[src/rtl/sram_burst_reader_if.sv]
// Command, output-stream and SRAM burst-port signals of the burst reader.
// master: the reader itself. slave: its environment (command source,
// consumer and SRAM controller).
interface sram_burst_reader_if;
  logic        cmd_valid;
  logic        cmd_ready;
  logic [23:0] cmd_addr;
  logic [15:0] cmd_len;
  logic        abort;
  logic        cmd_done;
  logic        busy;

  logic        out_valid;
  logic        out_ready;
  logic [15:0] out_data;
  logic        out_last;

  logic        mem_req;
  logic        mem_we;
  logic [23:0] mem_addr;
  logic [7:0]  mem_burst_len;
  logic        mem_ready;
  logic        mem_burst_data_valid;
  logic [15:0] mem_rdata_16;
  logic        mem_burst_done;

  modport master (
    input  cmd_valid, cmd_addr, cmd_len, abort, out_ready,
           mem_ready, mem_burst_data_valid, mem_rdata_16, mem_burst_done,
    output cmd_ready, cmd_done, busy, out_valid, out_data, out_last,
           mem_req, mem_we, mem_addr, mem_burst_len
  );

  modport slave (
    output cmd_valid, cmd_addr, cmd_len, abort, out_ready,
           mem_ready, mem_burst_data_valid, mem_rdata_16, mem_burst_done,
    input  cmd_ready, cmd_done, busy, out_valid, out_data, out_last,
           mem_req, mem_we, mem_addr, mem_burst_len
  );
endinterface

[src/rtl/sram_burst_reader.sv]
// Burst-read initiator: splits a (start, length) read command into bursts of
// at most MAX_BURST words and streams the returned words, in command order,
// through a first-word-fall-through FIFO. A burst cancelled early by the
// arbiter is resumed at the first word not yet received.
//
// state      | meaning
// IDLE       | waiting for a command
// WAIT_SPACE | waiting until the FIFO can absorb the whole next chunk
// REQ        | burst request held until the controller accepts it
// XFER       | receiving beats of the granted burst
// DRAIN      | aborted mid-burst; swallowing beats until the burst ends
module sram_burst_reader #(
  parameter int MAX_BURST  = 255,
  parameter int FIFO_DEPTH = 256
) (
  input logic                 clk,
  input logic                 rst_n,
  sram_burst_reader_if.master bus
);

  localparam int AW = $clog2(FIFO_DEPTH);
  localparam int CW = AW + 1;
  localparam logic [15:0] MAX_LEN = 16'(MAX_BURST);

  typedef enum logic [2:0] {IDLE, WAIT_SPACE, REQ, XFER, DRAIN} state_t;

  state_t        state, state_nxt;
  logic [23:0]   cur_addr;
  logic [15:0]   remaining, remaining_upd;
  logic [7:0]    beats, req_len, chunk;
  logic [CW-1:0] count, free_words;
  logic [AW-1:0] wr_ptr, rd_ptr;
  logic [16:0]   fifo_mem [FIFO_DEPTH];
  logic          cmd_ready, mem_req, accept, beat_ok, pop;
  logic          cmd_done_q, cmd_done_nxt;

  assign chunk         = (remaining >= MAX_LEN) ? MAX_LEN[7:0] : remaining[7:0];
  assign free_words    = CW'(FIFO_DEPTH) - count;
  assign accept        = bus.cmd_valid && cmd_ready;
  // Beats beyond the granted length are never stored, so the space reserved
  // in WAIT_SPACE always covers everything that is pushed.
  assign beat_ok       = (state == XFER) && bus.mem_burst_data_valid && !bus.abort
                         && (beats < req_len);
  assign pop           = bus.out_ready && (count != '0);
  assign remaining_upd = beat_ok ? remaining - 16'd1 : remaining;

  // State register.
  always_ff @(posedge clk or negedge rst_n) begin
    if (!rst_n) state <= IDLE;
    else        state <= state_nxt;
  end

  // Next state, handshake outputs and completion pulse.
  always_comb begin
    state_nxt    = state;
    cmd_ready    = 1'b0;
    mem_req      = 1'b0;
    cmd_done_nxt = 1'b0;
    case (state)
      IDLE: begin
        cmd_ready = !bus.abort;
        if (bus.cmd_valid && !bus.abort) begin
          if (bus.cmd_len != 16'd0) state_nxt = WAIT_SPACE;
          else                      cmd_done_nxt = 1'b1;
        end
      end
      WAIT_SPACE: if (32'(free_words) >= 32'(chunk)) state_nxt = REQ;
      REQ: begin
        mem_req = 1'b1;
        if (bus.mem_ready) state_nxt = XFER;
      end
      XFER: begin
        // A beat in the same cycle as done has already been counted in
        // remaining_upd, so a cancel on the final beat still completes.
        if (bus.mem_burst_done) begin
          if (remaining_upd == 16'd0) begin
            state_nxt    = IDLE;
            cmd_done_nxt = 1'b1;
          end else begin
            state_nxt = WAIT_SPACE;
          end
        end
      end
      DRAIN: if (bus.mem_burst_done) state_nxt = IDLE;
      default: state_nxt = IDLE;
    endcase
    if (bus.abort) begin
      mem_req      = 1'b0;
      cmd_done_nxt = 1'b0;
      if ((state == XFER || state == DRAIN) && !bus.mem_burst_done) state_nxt = DRAIN;
      else                                                           state_nxt = IDLE;
    end
  end

  // Command progress: address, words left, beats of the current burst.
  always_ff @(posedge clk or negedge rst_n) begin
    if (!rst_n) begin
      cur_addr   <= '0;
      remaining  <= '0;
      beats      <= '0;
      req_len    <= '0;
      cmd_done_q <= 1'b0;
    end else begin
      cmd_done_q <= cmd_done_nxt;
      if (accept) begin
        cur_addr  <= bus.cmd_addr;
        remaining <= bus.cmd_len;
      end else if (beat_ok) begin
        cur_addr  <= cur_addr + 24'd1;
        remaining <= remaining_upd;
        beats     <= beats + 8'd1;
      end
      if (mem_req && bus.mem_ready) begin
        beats   <= '0;
        req_len <= chunk;
      end
    end
  end

  // FIFO pointers and occupancy; abort empties the FIFO.
  always_ff @(posedge clk or negedge rst_n) begin
    if (!rst_n) begin
      wr_ptr <= '0;
      rd_ptr <= '0;
      count  <= '0;
    end else if (bus.abort) begin
      wr_ptr <= '0;
      rd_ptr <= '0;
      count  <= '0;
    end else begin
      if (beat_ok) wr_ptr <= wr_ptr + AW'(1);
      if (pop)     rd_ptr <= rd_ptr + AW'(1);
      count <= count + CW'(beat_ok) - CW'(pop);
    end
  end

  // FIFO storage: {last word of command, data}.
  always_ff @(posedge clk) begin
    if (beat_ok) fifo_mem[wr_ptr] <= {remaining == 16'd1, bus.mem_rdata_16};
  end

`ifndef SYNTHESIS
  // The controller must never deliver more beats than were requested.
  always_ff @(posedge clk) begin
    if (rst_n && state == XFER && bus.mem_burst_data_valid && !bus.abort)
      assert (beats < req_len);
  end
`endif

  assign bus.cmd_ready     = cmd_ready;
  assign bus.cmd_done      = cmd_done_q;
  assign bus.busy          = (state != IDLE);
  assign bus.out_valid     = (count != '0);
  assign bus.out_data      = (count != '0) ? fifo_mem[rd_ptr][15:0] : 16'd0;
  assign bus.out_last      = (count != '0) ? fifo_mem[rd_ptr][16] : 1'b0;
  assign bus.mem_req       = mem_req;
  assign bus.mem_we        = 1'b0;
  assign bus.mem_addr      = (state == REQ) ? cur_addr : 24'd0;
  assign bus.mem_burst_len = (state == REQ) ? chunk : 8'd0;

endmodule

[src/flat_wrapper.sv]
// flat-port wrapper written by rule: the top's interface ports become plain ports
module sram_burst_reader_flat 
#(
  parameter int MAX_BURST  = 255,
  parameter int FIFO_DEPTH = 256
)
  (clk, rst_n, bus_cmd_valid, bus_cmd_addr, bus_cmd_len, bus_abort, bus_out_ready, bus_mem_ready, bus_mem_burst_data_valid, bus_mem_rdata_16, bus_mem_burst_done, bus_cmd_ready, bus_cmd_done, bus_busy, bus_out_valid, bus_out_data, bus_out_last, bus_mem_req, bus_mem_we, bus_mem_addr, bus_mem_burst_len);
  sram_burst_reader_if bus_i ();
  input logic clk;
  input logic rst_n;
  input wire logic [$bits(bus_i.cmd_valid)-1:0] bus_cmd_valid;
  input wire logic [$bits(bus_i.cmd_addr)-1:0] bus_cmd_addr;
  input wire logic [$bits(bus_i.cmd_len)-1:0] bus_cmd_len;
  input wire logic [$bits(bus_i.abort)-1:0] bus_abort;
  input wire logic [$bits(bus_i.out_ready)-1:0] bus_out_ready;
  input wire logic [$bits(bus_i.mem_ready)-1:0] bus_mem_ready;
  input wire logic [$bits(bus_i.mem_burst_data_valid)-1:0] bus_mem_burst_data_valid;
  input wire logic [$bits(bus_i.mem_rdata_16)-1:0] bus_mem_rdata_16;
  input wire logic [$bits(bus_i.mem_burst_done)-1:0] bus_mem_burst_done;
  output wire logic [$bits(bus_i.cmd_ready)-1:0] bus_cmd_ready;
  output wire logic [$bits(bus_i.cmd_done)-1:0] bus_cmd_done;
  output wire logic [$bits(bus_i.busy)-1:0] bus_busy;
  output wire logic [$bits(bus_i.out_valid)-1:0] bus_out_valid;
  output wire logic [$bits(bus_i.out_data)-1:0] bus_out_data;
  output wire logic [$bits(bus_i.out_last)-1:0] bus_out_last;
  output wire logic [$bits(bus_i.mem_req)-1:0] bus_mem_req;
  output wire logic [$bits(bus_i.mem_we)-1:0] bus_mem_we;
  output wire logic [$bits(bus_i.mem_addr)-1:0] bus_mem_addr;
  output wire logic [$bits(bus_i.mem_burst_len)-1:0] bus_mem_burst_len;
  assign bus_i.cmd_valid = bus_cmd_valid;
  assign bus_i.cmd_addr = bus_cmd_addr;
  assign bus_i.cmd_len = bus_cmd_len;
  assign bus_i.abort = bus_abort;
  assign bus_i.out_ready = bus_out_ready;
  assign bus_i.mem_ready = bus_mem_ready;
  assign bus_i.mem_burst_data_valid = bus_mem_burst_data_valid;
  assign bus_i.mem_rdata_16 = bus_mem_rdata_16;
  assign bus_i.mem_burst_done = bus_mem_burst_done;
  assign bus_cmd_ready = bus_i.cmd_ready;
  assign bus_cmd_done = bus_i.cmd_done;
  assign bus_busy = bus_i.busy;
  assign bus_out_valid = bus_i.out_valid;
  assign bus_out_data = bus_i.out_data;
  assign bus_out_last = bus_i.out_last;
  assign bus_mem_req = bus_i.mem_req;
  assign bus_mem_we = bus_i.mem_we;
  assign bus_mem_addr = bus_i.mem_addr;
  assign bus_mem_burst_len = bus_i.mem_burst_len;
  sram_burst_reader #(.MAX_BURST(MAX_BURST), .FIFO_DEPTH(FIFO_DEPTH)) u_core (.clk(clk), .rst_n(rst_n), .bus(bus_i));
endmodule
[config.mk]
export PLATFORM = sky130hd
export DESIGN_NAME = sram_burst_reader_flat
export DESIGN_NICKNAME = d
export VERILOG_FILES = /design/src/rtl/sram_burst_reader_if.sv /design/src/rtl/sram_burst_reader.sv /design/src/flat_wrapper.sv
export SDC_FILE = /design/constraint.sdc
export NUM_CORES = 2
export LEC_CHECK = 0
export BUFFER_PORTS_ARGS = -buffer_cell sky130_fd_sc_hd__buf_2
export CAP_MARGIN = 30
export CORE_ASPECT_RATIO = 0.5
export CORE_UTILIZATION = 45
export DETAILED_ROUTE_END_ITERATION = 16
export PLACE_DENSITY = 0.57
export SYNTH_ARGS = -nofsm -noshare
export SYNTH_HDL_FRONTEND = slang
export SYNTH_MEMORY_MAX_BITS = 65536
export SYNTH_SLANG_ARGS = --single-unit
export TNS_END_PERCENT = 5
[constraint.sdc]
create_clock -name clk -period 20.1 [get_ports clk]
set_clock_uncertainty 0.15 [all_clocks]
set_input_delay 6.03 -clock clk [delete_from_list [all_inputs] [get_ports clk]]
set_output_delay 6.03 -clock clk [all_outputs]
set_load 0.01 [all_outputs]
==> impl_metrics.tcl <==
set metrics [dict create \
    multiInputGateArea_mm2 0.0379 \
    whs_path_depth 2 \
    switching_share 0.246 \
    ant_nets 0 \
    syn2layout_area_growth_pct 12.9 \
    netlist.area_leader.share 0.758 \
    power.internal_mw 15.5 \
    r2r_slack_ps 14930 \
    start_util 0.453 \
    max_slew_margin 0.174 \
    r2r-end "u_core.fifo_mem[65][16]" \
    vias_per_cell 6.24 \
    first_pass_iters 6 \
    min_to "u_core.req_len[2]" \
    port_buffers 117 \
    yosysWarnings 0 \
    yosysSeqAreaShare 0.770 \
    final_cell_mix "edfxtp_1 (4352), mux4_2 (1111), clkbuf_16 (403)" \
    synthCells 7919 \
    synthTopCellsByArea "edfxtp_1 (76%), mux4_2 (15%), mux2i_1 (1.6%)" \
    rsz0062_at_grt "no" \
    core_mm2 0.381 \
    maxCapViolations 0 \
    num_vias 86500 \
    worstMarginPinSlew_ps 1240 \
    clk_pin_slew_ps 70 \
    power.density_mw_per_mm2 106 \
    dieHeight_um 440 \
    dpl-instance-area_mm2 0.182 \
    vdd_drop_max_mv 0.0799 \
    yosys.area.top_type "edfxtp_1" \
    cp.required_ps 13920 \
    dieArea_mm2 0.386 \
    cts-root-buf "clkbuf_16" \
    fin_crit_ps 13740 \
    post_cts.repair.setup_buffers 0 \
    drc 0 \
    slew_violations 0 \
    crit_path_start_kind "flop" \
    synth.avg_cell_area_um2 21.8 \
    crit_type "reg2out" \
    grt_max_degree 166 \
    grt_use_total 0.254 \
    syn_nets 8026 \
    cts_resized 0 \
    setup_viol 0 \
    numCtsBuffers 397 \
    wl_per_cell_um 35.8 \
    cp-end-kind "output pin" \
    final_design_area_no_fill_mm2 0.195 \
    netlist_area_mm2 0.172 \
    clockBufferDepth 4 \
    fin_crit_sh 0.684 \
    grt_overflow 0 \
    clk_latency_ps 970 \
    rr_startpoint "u_core.remaining[11]" \
    grt_pass1_wl_mm 683 \
    finalWeightedCongestion 0.862 \
    die_x_um 877 \
    synth_seq_cells 4437 \
    combPwrFrac 0.134 \
    fillers 29800 \
    ios 119 \
    regArea_mm2 0.133 \
    tns_ps 0 \
    synth-main-ff-cell "edfxtp_1" \
    synthArstFlopShare 0.0192 \
    synth_edf_count 4352 \
    wirelength_mm 497 \
    fin_nets 8541 \
    fin_cells 13900 \
    place_hpwl_mm 291 \
    final_layout_size_suffix_gt1_frac 0.288 \
    grt_pass1_vias 83500 \
    clkPwrFrac 0.366 \
    hp-class "reg2reg" \
    cts_tree "yes" \
    clock-sinks 4437 \
    final_common_cell "edfxtp_1" \
    cts_hold_buf 0 \
    dp_cells 13100 \
    status "completed" \
    power_frac_seq 0.500 \
    drt-initial-drc-count 12700 \
    rr_worst_depth 8 \
    switchingPower_mw 5.05 \
    num_rows 160 \
    worst-endpoint-arrival_ps 7560 \
    antenna_found_initial 53 \
    min-delay-start "u_core.req_len[2]" \
    cp_max_fo 92 \
    finalHoldViolCount 0 \
    p_leak_nw 60.4 \
    ys_types 78 \
    timing.fmax_mhz 72.8 \
    cts-htree-levels 5 \
]
==> cell families after synthesis <==
group | synth area share
buffers and inverters | 0.0148
DFF | 0.770
xor gates and xnor gates | 0.00249
and+or+nand+nor | 0.0230
muxes | 0.161
other | 0.0000218
AOI/OAI and AO/OA | 0.0249
adders and majority gates | 0.00316
==> critical path: stages (launching register included) <==
cell	delay, ps
dfrtp_4	480
buf_16	300
buf_4	630
buf_12	530
buf_12	590
buf_4	560
mux4_2	580
mux4_2	500
nand2_1	110
a21oi_1	300
a211oi_1	920
o22ai_1	430
buf_2	270
==> metal layers <==
metal  routed length [µm]  track usage  vias up
met5                  194            0        -
met4                13300       0.0628       28
met3                54700       0.0713      666
met2               218000        0.371     4396
met1               211000        0.381    47100
li1                     -            -    34300
==> state kept, by name (all words and copies together) (netlist names) <==
name / cells
u_core.rd_ptr: 8
u_core.state: 3
u_core.count: 9
u_core.cur_addr: 24
u_core.remaining: 16
u_core.req_len: 8
u_core.bus.cmd_done: 1
u_core.fifo_mem: 4352
u_core.beats: 8
u_core.wr_ptr: 8
==> through the flow <==
step                      utilization  setup slack (ps)  hold slack (ps)  power, mW
final                           0.511              6360              390       20.6
after floorplan                     -              7360              337       12.4
after global placement          0.476              6710              365       13.2
after CTS                       0.510              5860              391       20.7
after global routing            0.511              6020              415       21.2
after detailed placement        0.477              6700              372       13.2
==> layout make-up <==
class,count,share of cell area
inverters,42,0.000855
clock buffers,491,0.0537
flip-flops and latches,4437,0.683
well taps,5103,0.0328
multi-input cells,2984,0.195
diodes,13,0.000167
repair buffers,572,0.0245
clock inverters,228,0.0104
==> synth_stat cells (23+ instances only) <==
library cell     n
edfxtp_1      4352
mux4_2        1111
nor2_1         377
mux2i_1        270
nand2_1        216
clkbuf_1       187
a22oi_1        168
buf_2          137
a21oi_1        121
nand3_1         92
o21ai_0         87
dfrtp_1         85
buf_4           61
ha_1            42
a221oi_1        39
inv_1           39
buf_6           38
a22o_1          33
buf_1           33
and2_1          30
nor3_1          29
xnor2_1         29
nor2b_1         26
nand4_1         24
o221ai_1        23
o22ai_1         23
==> power by group through the flow <==
stage               clock network, mW  logic [mW]  registers (mW)
global placement                    0        2.72            10.5
CTS                              7.64        2.75            10.3
global route                     7.98        2.92            10.3
finish                           7.54        2.75            10.3
floorplan                           0        1.90            10.4
detailed placement                  0        2.74            10.5
==> worst max-delay path by stage <==
stage          cells after the start         endpoint              from
3_5_place_dp                       3    bus_cmd_ready         bus_abort
3_3_place_gp                       3    bus_cmd_ready         bus_abort
4_1_cts                           11  bus_out_data[0]  u_core.rd_ptr[0]
2_1_floorplan                      1    bus_cmd_ready         bus_abort
5_1_grt                           12  bus_out_data[0]  u_core.rd_ptr[0]
6_report                          12  bus_out_data[0]  u_core.rd_ptr[0]
Power figures use the tool's default switching activity.
